`config.mk`:
```
export PLATFORM = sky130hd
export DESIGN_NAME = adder_sum_pipe_flat
export DESIGN_NICKNAME = d
export VERILOG_FILES = /design/src/rtl/adder_sum_pipe_pkg.sv /design/src/rtl/adder_sum_pipe_if.sv /design/src/rtl/adder_sum_pipe_calc.sv /design/src/rtl/adder_sum_pipe.sv /design/src/flat_wrapper.sv
export SDC_FILE = /design/constraint.sdc
export NUM_CORES = 1
export LEC_CHECK = 0
export ABC_AREA = 1
export ABC_CLOCK_PERIOD_IN_PS = 1600
export BUFFER_PORTS_ARGS = -buffer_cell sky130_fd_sc_hd__buf_2
export CAP_MARGIN = 20
export CORE_MARGIN = 8
export CORE_UTILIZATION = 46
export CTS_CLUSTER_SIZE = 20
export DETAILED_ROUTE_END_ITERATION = 12
export GPL_TIMING_DRIVEN = 0
export PLACE_DENSITY = 0.77
export RECOVER_POWER = 50
export SLEW_MARGIN = 10
export SYNTH_ARGS = -nofsm -noshare
export SYNTH_HDL_FRONTEND = slang
export SYNTH_SLANG_ARGS = --single-unit
```
`constraint.sdc`:
```
create_clock -name clk -period 1.6 [get_ports clk]
set_input_delay 0.32 -clock clk [delete_from_list [all_inputs] [get_ports clk]]
set_output_delay 0.32 -clock clk [all_outputs]
set_load 0.01 [all_outputs]
```
`src/rtl/adder_sum_pipe_pkg.sv`:
```
// Shared constants and types for the adder sum stage: datapath width,
// flag bit positions on the result bus and the OUT/SKID occupancy states.
package adder_sum_pipe_pkg;

  // Default datapath width; every module exposes it as an overridable parameter.
  localparam int LEN_DATA = 64;

  // Flag bit positions when the flags are packed onto the result bus.
  localparam int FLAG_C    = 0;
  localparam int FLAG_V    = 1;
  localparam int FLAG_Z    = 2;
  localparam int FLAG_N    = 3;
  localparam int NUM_FLAGS = 4;

  // Occupancy of the two storage entries: nothing, OUT only, OUT and SKID.
  typedef enum logic [1:0] {
    ST_EMPTY = 2'd0,
    ST_ONE   = 2'd1,
    ST_TWO   = 2'd2
  } state_t;

  // Packs the four flags into their bus positions.
  function automatic logic [NUM_FLAGS-1:0] pack_flags(input logic c, input logic v,
                                                      input logic z, input logic n);
    logic [NUM_FLAGS-1:0] f;
    f         = '0;
    f[FLAG_C] = c;
    f[FLAG_V] = v;
    f[FLAG_Z] = z;
    f[FLAG_N] = n;
    return f;
  endfunction

endpackage

```
`src/rtl/adder_sum_pipe_if.sv`:
```
// Handshake bundle between the prefix tree (source), the sum stage and the
// ALU result bus (sink). The sum stage uses the slave view.
interface adder_sum_pipe_if #(
  parameter int LEN_DATA = adder_sum_pipe_pkg::LEN_DATA
);

  // Input channel from the last prefix stage.
  logic                in_valid;
  logic                in_ready;
  logic [LEN_DATA-1:0] g_grp;
  logic [LEN_DATA-1:0] p_grp;
  logic [LEN_DATA-1:0] p_bit;
  logic                cin;

  // Output channel towards the result bus.
  logic                out_valid;
  logic                out_ready;
  logic [LEN_DATA-1:0] sum;
  logic                cout;
  logic                ovf;
  logic                zero;
  logic                neg;

  modport master (
    output in_valid, g_grp, p_grp, p_bit, cin, out_ready,
    input  in_ready, out_valid, sum, cout, ovf, zero, neg
  );

  modport slave (
    input  in_valid, g_grp, p_grp, p_bit, cin, out_ready,
    output in_ready, out_valid, sum, cout, ovf, zero, neg
  );

endinterface

```
`src/rtl/adder_sum_pipe_calc.sv`:
```
// Combinational sum and flag generation from the final prefix-stage
// group generate/propagate vectors and the carry-in.
module adder_sum_calc #(
  parameter int LEN_DATA = adder_sum_pipe_pkg::LEN_DATA
) (
  input  logic [LEN_DATA-1:0] g_grp,
  input  logic [LEN_DATA-1:0] p_grp,
  input  logic [LEN_DATA-1:0] p_bit,
  input  logic                cin,
  output logic [LEN_DATA-1:0] sum,
  output logic                cout,
  output logic                ovf,
  output logic                zero,
  output logic                neg
);

  // carry[i] is the carry into bit i; group terms exclude cin, so it is folded in here.
  logic [LEN_DATA:0] carry;

  assign carry[0] = cin;

  generate
    for (genvar gi = 0; gi < LEN_DATA; gi++) begin : g_bit
      assign carry[gi+1] = g_grp[gi] | (p_grp[gi] & cin);
      assign sum[gi]     = p_bit[gi] ^ carry[gi];
    end
  endgenerate

  assign cout = carry[LEN_DATA];
  assign ovf  = carry[LEN_DATA] ^ carry[LEN_DATA-1];
  assign zero = ~|sum;
  assign neg  = sum[LEN_DATA-1];

endmodule

```
`src/rtl/adder_sum_pipe.sv`:
```
// Final adder stage: computes sum and flags for each accepted bundle and
// registers them in an OUT entry backed by a one-deep SKID entry, so the
// upstream prefix tree sees a registered in_ready and is never stalled mid-path.
module adder_sum_pipe #(
  parameter int LEN_DATA = adder_sum_pipe_pkg::LEN_DATA
) (
  input  logic                clk,
  input  logic                rst_n,
  adder_sum_pipe_if.slave     bus
);

  import adder_sum_pipe_pkg::*;

  // Result and flags travel together through both storage entries.
  typedef struct packed {
    logic [LEN_DATA-1:0]  sum;
    logic [NUM_FLAGS-1:0] flags;
  } bundle_t;

  logic [LEN_DATA-1:0] calc_sum;
  logic                calc_cout;
  logic                calc_ovf;
  logic                calc_zero;
  logic                calc_neg;
  bundle_t             calc_bundle;

  state_t              state_reg;
  bundle_t             out_reg;
  bundle_t             skid_reg;
  logic                out_valid_reg;
  logic                in_ready_reg;

  logic                accept;
  logic                drain;

  adder_sum_calc #(
    .LEN_DATA (LEN_DATA)
  ) u_calc (
    .g_grp (bus.g_grp),
    .p_grp (bus.p_grp),
    .p_bit (bus.p_bit),
    .cin   (bus.cin),
    .sum   (calc_sum),
    .cout  (calc_cout),
    .ovf   (calc_ovf),
    .zero  (calc_zero),
    .neg   (calc_neg)
  );

  assign calc_bundle.sum   = calc_sum;
  assign calc_bundle.flags = pack_flags(calc_cout, calc_ovf, calc_zero, calc_neg);

  // in_ready is taken from its register, so out_ready never reaches it combinationally.
  assign accept = bus.in_valid & in_ready_reg;
  assign drain  = out_valid_reg & bus.out_ready;

  // OUT/SKID occupancy machine; out_valid and in_ready are registered alongside the state.
  always_ff @(posedge clk or negedge rst_n) begin
    if (!rst_n) begin
      state_reg     <= ST_EMPTY;
      out_reg       <= '0;
      skid_reg      <= '0;
      out_valid_reg <= 1'b0;
      in_ready_reg  <= 1'b1;
    end else begin
      case (state_reg)
        ST_EMPTY: begin
          if (accept) begin
            out_reg       <= calc_bundle;
            out_valid_reg <= 1'b1;
            state_reg     <= ST_ONE;
          end
        end
        ST_ONE: begin
          if (accept && drain) begin
            // OUT is replaced in the same cycle it leaves: full throughput.
            out_reg <= calc_bundle;
          end else if (accept) begin
            // OUT is stalled, park the new bundle and close the input.
            skid_reg     <= calc_bundle;
            in_ready_reg <= 1'b0;
            state_reg    <= ST_TWO;
          end else if (drain) begin
            out_valid_reg <= 1'b0;
            state_reg     <= ST_EMPTY;
          end
        end
        ST_TWO: begin
          // in_ready is low here, so only a drain can happen.
          if (drain) begin
            out_reg      <= skid_reg;
            in_ready_reg <= 1'b1;
            state_reg    <= ST_ONE;
          end
        end
        default: begin
          state_reg     <= ST_EMPTY;
          out_valid_reg <= 1'b0;
          in_ready_reg  <= 1'b1;
        end
      endcase
    end
  end

  assign bus.in_ready  = in_ready_reg;
  assign bus.out_valid = out_valid_reg;
  assign bus.sum       = out_reg.sum;
  assign bus.cout      = out_reg.flags[FLAG_C];
  assign bus.ovf       = out_reg.flags[FLAG_V];
  assign bus.zero      = out_reg.flags[FLAG_Z];
  assign bus.neg       = out_reg.flags[FLAG_N];

endmodule

```
`src/flat_wrapper.sv`:
```
// flat-port wrapper written by rule: the top's interface ports become plain ports
module adder_sum_pipe_flat import adder_sum_pipe_pkg::*;
#(
  parameter int LEN_DATA = adder_sum_pipe_pkg::LEN_DATA
)
  (clk, rst_n, bus_in_valid, bus_g_grp, bus_p_grp, bus_p_bit, bus_cin, bus_out_ready, bus_in_ready, bus_out_valid, bus_sum, bus_cout, bus_ovf, bus_zero, bus_neg);
  adder_sum_pipe_if #(.LEN_DATA(LEN_DATA)) bus_i ();
  input  logic clk;
  input  logic rst_n;
  input wire logic [$bits(bus_i.in_valid)-1:0] bus_in_valid;
  input wire logic [$bits(bus_i.g_grp)-1:0] bus_g_grp;
  input wire logic [$bits(bus_i.p_grp)-1:0] bus_p_grp;
  input wire logic [$bits(bus_i.p_bit)-1:0] bus_p_bit;
  input wire logic [$bits(bus_i.cin)-1:0] bus_cin;
  input wire logic [$bits(bus_i.out_ready)-1:0] bus_out_ready;
  output wire logic [$bits(bus_i.in_ready)-1:0] bus_in_ready;
  output wire logic [$bits(bus_i.out_valid)-1:0] bus_out_valid;
  output wire logic [$bits(bus_i.sum)-1:0] bus_sum;
  output wire logic [$bits(bus_i.cout)-1:0] bus_cout;
  output wire logic [$bits(bus_i.ovf)-1:0] bus_ovf;
  output wire logic [$bits(bus_i.zero)-1:0] bus_zero;
  output wire logic [$bits(bus_i.neg)-1:0] bus_neg;
  assign bus_i.in_valid = bus_in_valid;
  assign bus_i.g_grp = bus_g_grp;
  assign bus_i.p_grp = bus_p_grp;
  assign bus_i.p_bit = bus_p_bit;
  assign bus_i.cin = bus_cin;
  assign bus_i.out_ready = bus_out_ready;
  assign bus_in_ready = bus_i.in_ready;
  assign bus_out_valid = bus_i.out_valid;
  assign bus_sum = bus_i.sum;
  assign bus_cout = bus_i.cout;
  assign bus_ovf = bus_i.ovf;
  assign bus_zero = bus_i.zero;
  assign bus_neg = bus_i.neg;
  adder_sum_pipe #(.LEN_DATA(LEN_DATA)) u_core (.clk(clk), .rst_n(rst_n), .bus(bus_i));
endmodule
```
### Word level (Yosys, flattened, before mapping)

Cells that the tools add are included.

* equal/unequal tests: 10
* muxes and demuxes: 19
* bitwise gates (word level): 198
* reductions and logical operators: 10

Operators by type and width (count)
* $mux 68: 3
* $pmux 68 s3: 1
* $and 1x1->1: 66
* $xor 1x1->1: 65
* $or 1x1->1: 64
* $reduce_or 64->1: 1
* $reduce_and 4->1: 3
* $mux 2: 5
* $ne 2x1->1 const B: 5
* $mux 1: 7
* $pmux 1 s3: 2
* $pmux 2 s3: 1
* $reduce_and 5->1: 1
* $ne 2x2->1 const B: 2
* $ne 3x1->1 const B: 1
* $not 1->1: 3
* $reduce_and 3->1: 1
* $reduce_bool 3->1: 1
* $eq 2x1->1 const B: 1
* $eq 2x2->1 const B: 1
* $logic_not 2->1: 1
* $logic_and 1x1->1: 1
* $logic_not 1->1: 1

* register bits: 140
* bits of input ports: 197
* output and inout bits: 70
* word-level logic and storage cells: 244

### Longest topological paths before layout

* depth after elaboration: 7
* depth in mapped cells: 15

### Modules after synthesis

Synthesis repeated with hierarchy kept, for this count alone.

* cells, all modules: 1317
* area, all modules: 8458.1 µm²

Modules (own cells, without submodules)
* adder_sum_pipe: times used 1, cells each 791, area an instance 6229.7 µm², seq. area each 3504.6 µm²
* adder_sum_calc: times used 1, cells each 526, area an instance 2228.4 µm², seq. area each 0.0 µm²

### Worst setup path before layout

No wires, ideal clock.

* path kind: register -> register
* start point: register u_core.in_ready_reg, in the netlist u_core.bus.in_ready
* end point: register u_core.out_reg (netlist bit u_core.bus.sum[63])
* setup time: 0.077 ns
* arrival: 1.505 ns
* data required time: 1.523 ns
* path slack: 0.018 ns
* cell stages (with the launch flop): 9
* clock period less this slack: 1.582 ns
* cell sequence: dfstp_2 -> nand2_1 -> o21ai_1 -> o21ai_2 -> inv_2 -> buf_2 -> buf_2 -> nor2_1 -> a21oi_1

* cells in the longest elaborated chain, start to end: 4

Ends and longest elaborated chain
* start: declaration: line adder_sum_pipe.sv:31 `logic in_ready_reg;`
* start signal: assignment: line adder_sum_pipe.sv:64 `in_ready_reg <= 1'b1;`
* start signal: assignment: line adder_sum_pipe.sv:81 `in_ready_reg <= 1'b0;`
* start signal: assignment: line adder_sum_pipe.sv:92 `in_ready_reg <= 1'b1;`
* $and 1x1->1 *: line adder_sum_pipe.sv:54 `assign accept = bus.in_valid & in_ready_reg;`
* $logic_and 1x1->1: line adder_sum_pipe.sv:75 `if (accept && drain) begin`
* $ne 2x1->1 (no line)
* $reduce_and 4->1 (no line) *
* end signal: assignment: line adder_sum_pipe.sv:69 `out_reg <= calc_bundle;`
* end signal: assignment: line adder_sum_pipe.sv:77 `out_reg <= calc_bundle;`
* end signal: assignment: line adder_sum_pipe.sv:91 `out_reg <= skid_reg;`
* end: declaration: line adder_sum_pipe.sv:28 `bundle_t out_reg;`

Mark *: on every way between the ends. The rest lies on a longest branch, timed or not.
A chain may end at the register's enable or synchronous reset.

### Worst setup path in the final report

Same ends and word-level chain as after synthesis.

==> results.sh <==
export IMPL_vdd_drop_max_uv=909
export IMPL_cp_required_ns=1.91
export IMPL_rsz0062_at_grt="true"
export IMPL_cts_root_buf="clkbuf_16"
export IMPL_fp_dieW_um=146
export IMPL_start_util_pct=46.8
export IMPL_fin_crit_sh_pct=97.8
export IMPL_fin_skew_ns=0.00682
export IMPL_hp_class="in2reg"
export IMPL_nFillCells=1525
export IMPL_fmax_mhz=639
export IMPL_placedCellCount=1673
export IMPL_cts_made_buffers=17
export IMPL_final_cell_area_um2=10500
export IMPL_cts_clk_slew_worst_paths_ns=0.05
export IMPL_cp_cell_sequence="nand2_4, o21ai_4, o21ai_4, buf_6, buf_8, a21oi_1, a21oi_1"
export IMPL_path_buf_inv=2
export IMPL_syn_avg_cell_area_um2=6.51
export IMPL_ff2ff_path_depth=7
export IMPL_grt_pass1_vias=8254
export IMPL_drt_wirelength_per_cell_um=14.9
export IMPL_tightestPinTransition_ns=0.814
export IMPL_max_stage_delay_ns=0.55
export IMPL_routed_via_density=4.94
export IMPL_cpMaxStageDelayCell="dfstp_2"
export IMPL_grt_usage_pct=23.8
export IMPL_final_core_util_pct=63.3
export IMPL_ys_seq_elements=138
export IMPL_critical_path_arrival_ns=1.87
export IMPL_die_h_um=146
export IMPL_place_area_um2=9360
export IMPL_ys_warn_count=0
export IMPL_rows=47
export IMPL_netlist_area_um2=7730
export IMPL_worst_path_max_fanout=10
export IMPL_nNetsFinal=1685
export IMPL_clock_sinks=138
export IMPL_grt_max_degree=85
export IMPL_cts_max_path_buffers=2
export IMPL_drt_iter0_markers=522
export IMPL_synth_nets=1384
export IMPL_drt_total_wl_um=25700
export IMPL_setup_viol=0
export IMPL_hold_path_cell_count=4
export IMPL_vias=8513
export IMPL_layout_common_cells="545 x nand2_1, 202 x buf_2, 136 x dfrtp_1, 128 x inv_1, 98 x a21oi_1"
export IMPL_cp_depth=7
export IMPL_largest_register_ffs=67
export IMPL_overflow=0
export IMPL_worstSetupPathType="reg2reg"
export IMPL_mostFrequentLayoutCell="nand2_1"
export IMPL_status="completed"
export IMPL_end_kind="flop"
export IMPL_power_density_nw_per_um2=1600
export IMPL_place_gp_congestion=0.860
export IMPL_crit_path_start_kind="flop"
export IMPL_drtAntennaViolNets=0
export IMPL_antenna_found_initial=2
export IMPL_pin_count=267
export IMPL_cpLargestDelayFamily="flip-flops"
export IMPL_drc=0
export IMPL_dp_final_hpwl_um=18700
export IMPL_drive_gt1_share_pct=22.7
export IMPL_drv_cap=0
export IMPL_hold_viol=0
export IMPL_h_tree_depth=4
export IMPL_insertion_delay_ns=0.43
export IMPL_areaGrowthSynthToFinish_pct=35.3
export IMPL_syn_inst=1187
export IMPL_io_buffers=265
export IMPL_p_leak_nw=6.09
export IMPL_cts_tree="built"
export IMPL_synth_seq_area_share_pct=44.7
export IMPL_fin_cells=1722
export IMPL_max_slew_margin_pct=45.8
export IMPL_slew_viol_final=0
export IMPL_period_minus_slack_ns=1.57
export IMPL_die_area_um2=21200
export IMPL_coreArea_um2=16500
export IMPL_dr_pass1_iters=6
export IMPL_grt_pass1_wl_um=40700
export IMPL_synth_cell_types=23
-- synthesized netlist by cell type --
| master | n | area, um^2 |
|---|---|---|
| buf_6 | 1 | 11.3 |
| nor3_1 | 1 | 5.00 |
| a21oi_1 | 128 | 641 |
| xnor2_1 | 1 | 8.76 |
| inv_2 | 2 | 7.51 |
| nand2_1 | 549 | 2060 |
| xor2_1 | 1 | 8.76 |
| o21ai_1 | 2 | 10.0 |
| buf_4 | 7 | 52.6 |
| dfrtp_1 | 137 | 3430 |
| a211oi_1 | 1 | 7.51 |
| inv_1 | 130 | 488 |
| clkbuf_1 | 24 | 90.1 |
| nor2_1 | 111 | 417 |
| a21o_1 | 1 | 7.51 |
| nand3_1 | 64 | 320 |
| buf_2 | 16 | 80.1 |
| o21a_1 | 1 | 7.51 |
| o21ai_0 | 4 | 20.0 |
| buf_1 | 2 | 7.51 |
| a31oi_1 | 2 | 12.5 |
| dfstp_2 | 1 | 26.3 |
| o21ai_2 | 1 | 8.76 |
-- layer usage --
layer / routed length (um) / track usage (%) / vias to the layer above
met1: 10800 / 28.6 / 3938
met3: 1660 / 6.31 / 41
met5: 13 / 0 / -
li1: - / - / 4235
met2: 12600 / 40.4 / 297
met4: 634 / 8.28 / 2
-- power by group --
| group | internal [mW] | switching, mW |
|---|---|---|
| registers | 5.25 | 1.04 |
| clock network | 2.23 | 1.42 |
| logic | 2.73 | 4.01 |
| total | 10.2 | 6.47 |
-- cell families after synthesis --
logic type	Yosys count	share of synthesized area (%)
xor gates and xnor gates	2	0.227
DFF	138	44.7
buffers and inverters	182	9.54
AOI/OAI and AO/OA	140	9.25
and+or+nand+nor	725	36.3
-- metrics by stage --
| stage | setup TNS [ns] | total power [mW] | hold slack, ns | setup slack, ns |
|---|---|---|---|---|
| finish | 0 | 16.7 | 0.195 | 0.0345 |
| floorplan | 0 | 9.64 | 0.0244 | 0.0178 |
| detailed placement | -49.11 | 12.1 | 0.313 | -0.457 |
| global route | -0.679 | 17.8 | 0.215 | -0.0311 |
| CTS | 0 | 16.3 | 0.163 | 0.00144 |
| global placement | -280.41 | 11.8 | 0.461 | -1.72 |
-- final timing paths --
path                                     startpoint             endpoint  slack (ns)
worst max-delay path            u_core.bus.in_ready   u_core.bus.sum[63]        0.03
worst min register to register  u_core.skid_reg[37]  u_core.skid_reg[37]        0.48
worst max register to register  u_core.bus.in_ready   u_core.bus.sum[63]        0.03
worst min-delay path                   bus_in_valid  u_core.bus.in_ready        0.20
min in group asynchronous                     rst_n   u_core.bus.sum[62]        0.53
max in group asynchronous                     rst_n  u_core.state_reg[1]        0.14
-- worst min-delay path, delay by kind of cell --
kind | cells | cell delay [ns]
and+or+nand+nor | 3 | 0.19
buffers and inverters | 1 | 0.11
-- cell type report --
cell class	count	area [um^2]	share of cell area, %
Multi-Input combinational cell	867	3740	35.8
Sequential cell	138	3460	33.1
Timing Repair Buffer	282	1470	14.1
Clock buffer	30	534	5.11
Inverter	132	498	4.76
Buffer	50	467	4.46
Tap cell	220	275	2.63
Clock inverter	2	10.0	0.0958
Antenna cell	1	2.50	0.0239
-- repair_timing --
action | 4_1_cts | 5_1_grt
pin swaps | 3 | 6
setup buffers | 7 | 4
endpoints found under the setup margin | 136 | 134
endpoints found under the hold margin | 54 | 0
gates cloned | 0 | 4
resized for setup | 70 | 82
hold buffers | 1 | 0
Note: power is estimated with default switching activity, not from simulation.
